==> src/rtl/alu_pkg.sv <==
// rtl/alu_pkg.sv - shared types for the multi-operand accumulator
//   op_e    : fold operation select, 3-bit encoding carried on op_i
//   state_e : accumulator FSM states
package alu_pkg;

    localparam int OP_W = 3;

    typedef enum logic [OP_W-1:0] {
        OpAdd = 3'd0,
        OpMul = 3'd1,
        OpAnd = 3'd2,
        OpOr  = 3'd3,
        OpXor = 3'd4
    } op_e;

    typedef enum logic [1:0] {
        StIdle  = 2'd0,
        StLoad  = 2'd1,
        StAccum = 2'd2,
        StDone  = 2'd3
    } state_e;

endpackage

==> src/rtl/alu_op_unit.sv <==
// rtl/alu_op_unit.sv - combinational W-bit unsigned ALU with overflow flag
//   a, b : operands (unsigned, W bits)
//   op   : operation code (alu_pkg::op_e encoding; unknown codes act as ADD)
//   y    : result modulo 2^W
//   ovf  : ADD carry out / MUL nonzero upper half; never set for logic ops
module alu_op_unit
    import alu_pkg::*;
#(
    parameter int W = 32
) (
    input  logic [W-1:0]    a,
    input  logic [W-1:0]    b,
    input  logic [OP_W-1:0] op,
    output logic [W-1:0]    y,
    output logic            ovf
);

    logic [W:0]     w_sum;
    logic [2*W-1:0] w_prod;

    assign w_sum  = {1'b0, a} + {1'b0, b};
    assign w_prod = {{W{1'b0}}, a} * {{W{1'b0}}, b};

    always_comb begin
        // ADD is the default so that reserved op codes fall back to it.
        y   = w_sum[W-1:0];
        ovf = w_sum[W];
        case (op)
            OpMul: begin
                y   = w_prod[W-1:0];
                ovf = |w_prod[2*W-1:W];
            end
            OpAnd: begin
                y   = a & b;
                ovf = 1'b0;
            end
            OpOr: begin
                y   = a | b;
                ovf = 1'b0;
            end
            OpXor: begin
                y   = a ^ b;
                ovf = 1'b0;
            end
            default: begin
            end
        endcase
    end

endmodule

==> src/rtl/alu_accum.sv <==
// rtl/alu_accum.sv - byte-serial multi-operand accumulator (add/mul/and/or/xor)
//   clk_i, rst_i        : clock, synchronous active-high reset
//   valid_i, data_i     : operand beat stream, MSB-first, accepted on valid_i & ready_o
//   ready_o             : high only while loading an operand
//   start_i, op_i, len_i: job request, sampled only in StIdle
//   busy_o, done_o      : job in progress / one-cycle completion pulse
//   result_o, overflow_o: accumulator and sticky overflow, held until next start
module alu_accum
    import alu_pkg::*;
#(
    parameter int datawidth_p = 8,
    parameter int opb_p       = 4,
    parameter int lenwidth_p  = 16
) (
    input  logic                         clk_i,
    input  logic                         rst_i,
    input  logic                         valid_i,
    input  logic [datawidth_p-1:0]       data_i,
    output logic                         ready_o,
    input  logic                         start_i,
    input  logic [OP_W-1:0]              op_i,
    input  logic [lenwidth_p-1:0]        len_i,
    output logic                         busy_o,
    output logic                         done_o,
    output logic [datawidth_p*opb_p-1:0] result_o,
    output logic                         overflow_o
);

    localparam int W      = datawidth_p * opb_p;
    localparam int BEAT_W = (opb_p > 1) ? $clog2(opb_p) : 1;
    localparam logic [BEAT_W-1:0] LAST_BEAT = BEAT_W'(opb_p - 1);

    state_e                r_state;
    state_e                w_state_next;
    logic [OP_W-1:0]       r_op;
    logic [lenwidth_p-1:0] r_len;
    logic [lenwidth_p-1:0] r_op_cnt;
    logic [lenwidth_p-1:0] w_op_cnt_next;
    logic [BEAT_W-1:0]     r_beat_cnt;
    logic [BEAT_W-1:0]     w_pos;
    logic [W-1:0]          r_operand;
    logic [W-1:0]          r_acc;
    logic                  r_ovf;
    logic [W-1:0]          w_alu_y;
    logic                  w_alu_ovf;
    logic                  w_start_ok;
    logic                  w_beat;
    logic                  w_last_beat;
    logic                  w_last_op;
    logic                  w_first_op;
    logic                  w_ready;
    logic                  w_busy;
    logic                  w_done;

    alu_op_unit #(
        .W (W)
    ) u_op_unit (
        .a   (r_acc),
        .b   (r_operand),
        .op  (r_op),
        .y   (w_alu_y),
        .ovf (w_alu_ovf)
    );

    assign w_start_ok  = (r_state == StIdle) && start_i;
    assign w_beat      = (r_state == StLoad) && valid_i;
    assign w_last_beat = w_beat && (r_beat_cnt == LAST_BEAT);
    assign w_pos       = LAST_BEAT - r_beat_cnt;
    // The counter only ever reaches r_len, so the maximum length fits without wrap.
    assign w_op_cnt_next = r_op_cnt + 1'b1;
    assign w_last_op     = (w_op_cnt_next == r_len);
    assign w_first_op    = (r_op_cnt == '0);

    always_ff @(posedge clk_i) begin
        if (rst_i) begin
            r_state <= StIdle;
        end else begin
            r_state <= w_state_next;
        end
    end

    always_comb begin
        w_state_next = r_state;
        w_ready      = 1'b0;
        w_busy       = 1'b1;
        w_done       = 1'b0;
        case (r_state)
            StIdle: begin
                w_busy = 1'b0;
                if (start_i) begin
                    w_state_next = (len_i == '0) ? StDone : StLoad;
                end
            end
            StLoad: begin
                w_ready = 1'b1;
                if (w_last_beat) begin
                    w_state_next = StAccum;
                end
            end
            StAccum: begin
                w_state_next = w_last_op ? StDone : StLoad;
            end
            StDone: begin
                w_done       = 1'b1;
                w_state_next = StIdle;
            end
            default: begin
                w_state_next = StIdle;
            end
        endcase
    end

    always_ff @(posedge clk_i) begin
        if (rst_i) begin
            r_op       <= '0;
            r_len      <= '0;
            r_op_cnt   <= '0;
            r_beat_cnt <= '0;
            r_operand  <= '0;
            r_acc      <= '0;
            r_ovf      <= 1'b0;
        end else begin
            if (w_start_ok) begin
                r_op       <= op_i;
                r_len      <= len_i;
                r_op_cnt   <= '0;
                r_beat_cnt <= '0;
                r_operand  <= '0;
                r_acc      <= '0;
                r_ovf      <= 1'b0;
            end
            if (w_beat) begin
                // Beat n lands in byte lane opb_p-1-n so the first beat is the MSB.
                for (int k = 0; k < opb_p; k++) begin
                    if (w_pos == BEAT_W'(k)) begin
                        r_operand[k*datawidth_p +: datawidth_p] <= data_i;
                    end
                end
                r_beat_cnt <= w_last_beat ? '0 : r_beat_cnt + 1'b1;
            end
            if (r_state == StAccum) begin
                r_op_cnt <= w_op_cnt_next;
                if (w_first_op) begin
                    // The first operand seeds the accumulator; nothing to fold yet.
                    r_acc <= r_operand;
                end else begin
                    r_acc <= w_alu_y;
                    if (w_alu_ovf) begin
                        r_ovf <= 1'b1;
                    end
                end
            end
        end
    end

    assign ready_o    = w_ready;
    assign busy_o     = w_busy;
    assign done_o     = w_done;
    assign result_o   = r_acc;
    assign overflow_o = r_ovf;

endmodule

==> config.mk <==
export PLATFORM = sky130hd
export DESIGN_NAME = alu_accum
export DESIGN_NICKNAME = d
export VERILOG_FILES = /design/src/rtl/alu_pkg.sv /design/src/rtl/alu_op_unit.sv /design/src/rtl/alu_accum.sv
export SDC_FILE = /design/constraint.sdc
export NUM_CORES = 2
export LEC_CHECK = 0
export CAP_MARGIN = 20
export CORE_MARGIN = 2
export CORE_UTILIZATION = 60
export DETAILED_ROUTE_END_ITERATION = 12
export GPL_TIMING_DRIVEN = 0
export PLACE_DENSITY_LB_ADDON = 0.3
export RECOVER_POWER = 50
export SETUP_SLACK_MARGIN = 0.15
export SLEW_MARGIN = 30
export SYNTH_ARGS = -nofsm -noshare
export SYNTH_HDL_FRONTEND = slang
export SYNTH_SLANG_ARGS = --single-unit
==> constraint.sdc <==
create_clock -name clk_i -period 8.7 [get_ports clk_i]
set_clock_uncertainty 0.15 [all_clocks]
set_input_delay 1.74 -clock clk_i [delete_from_list [all_inputs] [get_ports clk_i]]
set_output_delay 1.74 -clock clk_i [all_outputs]
set_load 0.03 [all_outputs]
==> results.txt <==
----------------------------------------------------
[Status]
  Run status ... finished, violations left
  Violated checks ... negative setup slack

[Power]
  Power Dens Cells ... 29.3 nW/um^2
  Worst voltage drop across the vdd grid ... 104 uV
  Lkg Pwr ... 18.2 nW

[Die]
  Height of the die ... 262 um
  Floorplan die area ... 68,700 sq um
  Starting density of the core ... 60.7%
  Die X-Extent ... 262 um
  Boundary pin count ... 67
  Core region area ... 65,900 sq um
  Row count ... 94

[Finish]
  Count of placed standard cells in the final layout, fillers left out ... 5,811
  Final non-filler cell area ... 44,800 sq um
  Share of cells above drive strength 1 ... 10.5%
  Most common cell after layout, fill and taps aside ... sky130_fd_sc_hd__fa_1
  # fillers ... 5,459
  Area growth from synthesis to final layout ... 12.1%
  Highest-count cells in the layout ignoring fill and taps ... 892 x sky130_fd_sc_hd__fa_1, 791 x sky130_fd_sc_hd__inv_1, 725 x sky130_fd_sc_hd__nor2_1, 593 x sky130_fd_sc_hd__nand2_1, 330 x sky130_fd_sc_hd__ha_1
  Final net count ... 6,186

[Synth]
  Part of the Yosys area used for sequential elements ... 5.21%
  Area share of the largest cell type after synthesis ... 44.9%
  Post-Syn Area ... 40,000 sq um
  Library cell with the largest summed area after synthesis ... sky130_fd_sc_hd__fa_1
  Number of nets in the synthesized netlist ... 6,023
  Synthesized area per cell ... 8.39 sq um
  Area contributors post-synth ... sky130_fd_sc_hd__fa_1 45%, sky130_fd_sc_hd__ha_1 10%, sky130_fd_sc_hd__inv_1 7.6%
  Most used DFF post-synth ... sky130_fd_sc_hd__dfxtp_1
  Cells after Synth ... 4,762
  Count of different cell masters after synthesis ... 95
  #FFs+latches synth ... 104
  Number of flops mapped to enable cells by yosys ... 0
  Async S/R FF share, synth ... 0%
  Ys Warns ... 0

[STA]
  Minimum clock period after layout ... 8.89 ns
  Max-Slew Margin vs Limit ... 25.5%
  Final Hold Viols ... 0
  Smallest setup slack after layout ... -0.187 ns
  RSZ-0062 raised after global routing ... yes
  Worst Tran Pin Value ... 1.12 ns
  Final setup violation count ... 1
  Max Freq ... 0.113 GHz
  Period utilisation layout ... 102%
  Number of max-slew violations in the final report ... 0

[Routing]
  Count of vias placed by the detailed router ... 38.4k
  Avg Vias per Cell ... 6.61
  Wirelength per Cell ... 31.9 um
  Initial DRC Count ... 5,371
  Detailed-routing iteration count for the pre-antenna-repair pass ... 9
  Post-route ant nets ... 0
  Aggregate routed wire length ... 185,000 um
  DRC violations left ... 0

[Placed design]
  Quantity of I/O buffers inserted on ports ... 65
  DP Worst Slack ... -2.56 ns
  Instance count after placement with tap cells included ... 5,692
  Final weighted congestion of routability-driven global placement ... 1.10
  Placement-stage cell area ... 41,700 sq um
  Final HPWL from detailed placement ... 146,000 um

[Clock network]
  Total clock buffers created by CTS ... 9
  TritonCTS clock tree ... done
  Htree depth ... 3
  Cts hold-fix bufs ... 0
  Buffer levels on the longest clock path ... 2
  CTS sink cnt ... 104
  Worst-path clk slew ... 0.07 ns
  Root cell of the clock tree ... sky130_fd_sc_hd__clkbuf_16
  Clk Latency, worst-skew pair ... 0.35 ns

[Setup path]
  Critical path fanouts, max ... 10
  CP Class ... reg2reg
  Worst Setup Start Kind ... flip-flop
  Req. time, crit path ... 8.75 ns
  Data arrival time of the worst path ... 8.94 ns
  Worst R2R Path Depth ... 27
  Type of element capturing the critical path ... flip-flop

[GRT]
  Global router's overall resource usage ... 55.3%
  Global-route wire length before repair ... 265,000 um
  Via count of the first global-routing pass ... 38.8k
  Sum of overflow across all layers after global routing ... 0
  Number of antenna violations at the first check in global routing ... 12
  Pin count of the biggest net entering global routing ... 17

[Job]
  Number of violations of the max-capacitance limit ... 0

[Worst hold path]
  Path category of the worst min-delay check ... reg2reg
  Cells on Worst Hold Path ... 2

----------------------------------------------------
==> sequential cells by signal (all words and copies together), names as in the netlist <==
register / cells
r_beat_cnt: 2
overflow_o: 1
r_state: 2
r_op: 3
result_o: 32
r_op_cnt: 16
r_len: 16
r_operand: 32
==> synth_stat cells (all sizes together), types with 12 or more instances <==
master	count
nor4	17
xnor2	61
nand2b	16
a21oi	204
and2	12
o21ai	103
nand4	35
fa	897
a211oi	18
a31oi	22
and3	25
buf	83
a22oi	35
nand3	61
nand2	594
clkinv	19
nor2	741
a21o	35
inv	816
xor2	32
dfxtp	104
o21a	16
o211ai	39
ha	333
nor3	39
o22ai	54
clkbuf	216
==> worst max-delay path, cell delays in order (launching register included) <==
cell and delay, ns:
sky130_fd_sc_hd__dfxtp_1 0.31, sky130_fd_sc_hd__clkbuf_4 0.25, sky130_fd_sc_hd__clkinvlp_4 0.25, sky130_fd_sc_hd__buf_6 0.23, sky130_fd_sc_hd__nor2_1 0.09, sky130_fd_sc_hd__fa_1 0.57
sky130_fd_sc_hd__inv_1 0.07, sky130_fd_sc_hd__fa_1 0.54, sky130_fd_sc_hd__inv_1 0.05, sky130_fd_sc_hd__fa_1 0.50, sky130_fd_sc_hd__inv_1 0.06, sky130_fd_sc_hd__fa_1 0.52
sky130_fd_sc_hd__inv_1 0.05, sky130_fd_sc_hd__fa_1 0.46, sky130_fd_sc_hd__fa_1 0.43, sky130_fd_sc_hd__fa_1 0.65, sky130_fd_sc_hd__fa_1 0.48, sky130_fd_sc_hd__ha_2 0.51
sky130_fd_sc_hd__and4_4 0.32, sky130_fd_sc_hd__nand3_4 0.15, sky130_fd_sc_hd__a2111oi_4 0.33, sky130_fd_sc_hd__o21bai_1 0.16, sky130_fd_sc_hd__a21oi_2 0.23, sky130_fd_sc_hd__o2111ai_1 0.14
sky130_fd_sc_hd__a211oi_2 0.39, sky130_fd_sc_hd__nand4_1 0.24, sky130_fd_sc_hd__nor4_2 0.36, sky130_fd_sc_hd__a31oi_2 0.21
==> stage by stage <==
stage	hold slack, ns	TNS [ns]	utilization, %	power (mW)
after floorplan	0.295	0	-	0.660
after global placement	0.314	-23.31	63.3	0.780
after detailed placement	0.326	-17.16	63.4	0.783
after CTS	0.334	0	67.5	1.28
after global routing	0.356	-0.137	67.9	1.33
final	0.336	-0.187	68.0	1.31
==> metal layers <==
layer / vias to the layer above / GRT usage [%] / share of wire (%)
met1: 18800 / 65.2 / 33
met2: 3399 / 76.3 / 40
met4: 15 / 43.9 / 11
met5: - / 0.139 / 0.087
li1: 15100 / - / -
met3: 1123 / 27.6 / 16
==> cell type report <==
type,instances,area (sq um),area share (%)
multi-input combinational,3524,34000,75.9
timing repair buffer,152,1430,3.19
antenna,18,45.0,0.101
clock buffer,10,239,0.534
buffer,299,2370,5.30
tap,864,1080,2.41
clock inverter,5,129,0.288
inverter,835,3340,7.46
sequential,104,2160,4.83
==> worst paths after layout <==
check                                              start                endpoint  slack [ns]
worst max-delay path            r_operand[17]$_SDFF_PP0_   overflow_o$_SDFF_PP0_       -0.19
worst min-delay path              r_len[12]$_SDFFE_PP0P_  r_len[12]$_SDFFE_PP0P_        0.34
worst max register to register  r_operand[17]$_SDFF_PP0_   overflow_o$_SDFF_PP0_       -0.19
worst min register to register    r_len[12]$_SDFFE_PP0P_  r_len[12]$_SDFFE_PP0P_        0.34
==> where the power goes <==
part           internal (mW)  leakage, nW  switching, mW
combinational         0.0845         17.2          0.227
sequential             0.482        0.864         0.0125
clock                  0.317        0.179          0.189
total                  0.884         18.2          0.429
==> timing repair <==
action                     CTS  global route
resized for setup          601            62
pin swaps                   28            14
setup buffers               72            13
setup endpoints to repair   18             5
==> cells by family (layout without fill, tap and decap cells) <==
group / count (synthesis) / in the layout / share of synthesized area (%)
xor+xnor: 93 / 93 / 2.04
other cells: 0 / 18 / 0
flops: 104 / 104 / 5.21
buf+inv: 1134 / 1301 / 10.8
fa+ha+maj: 1230 / 1230 / 55.4
compound gates: 608 / 608 / 10.0
simple gates: 1584 / 1584 / 16.3
mux: 9 / 9 / 0.232
Power figures use the tool's default switching activity.
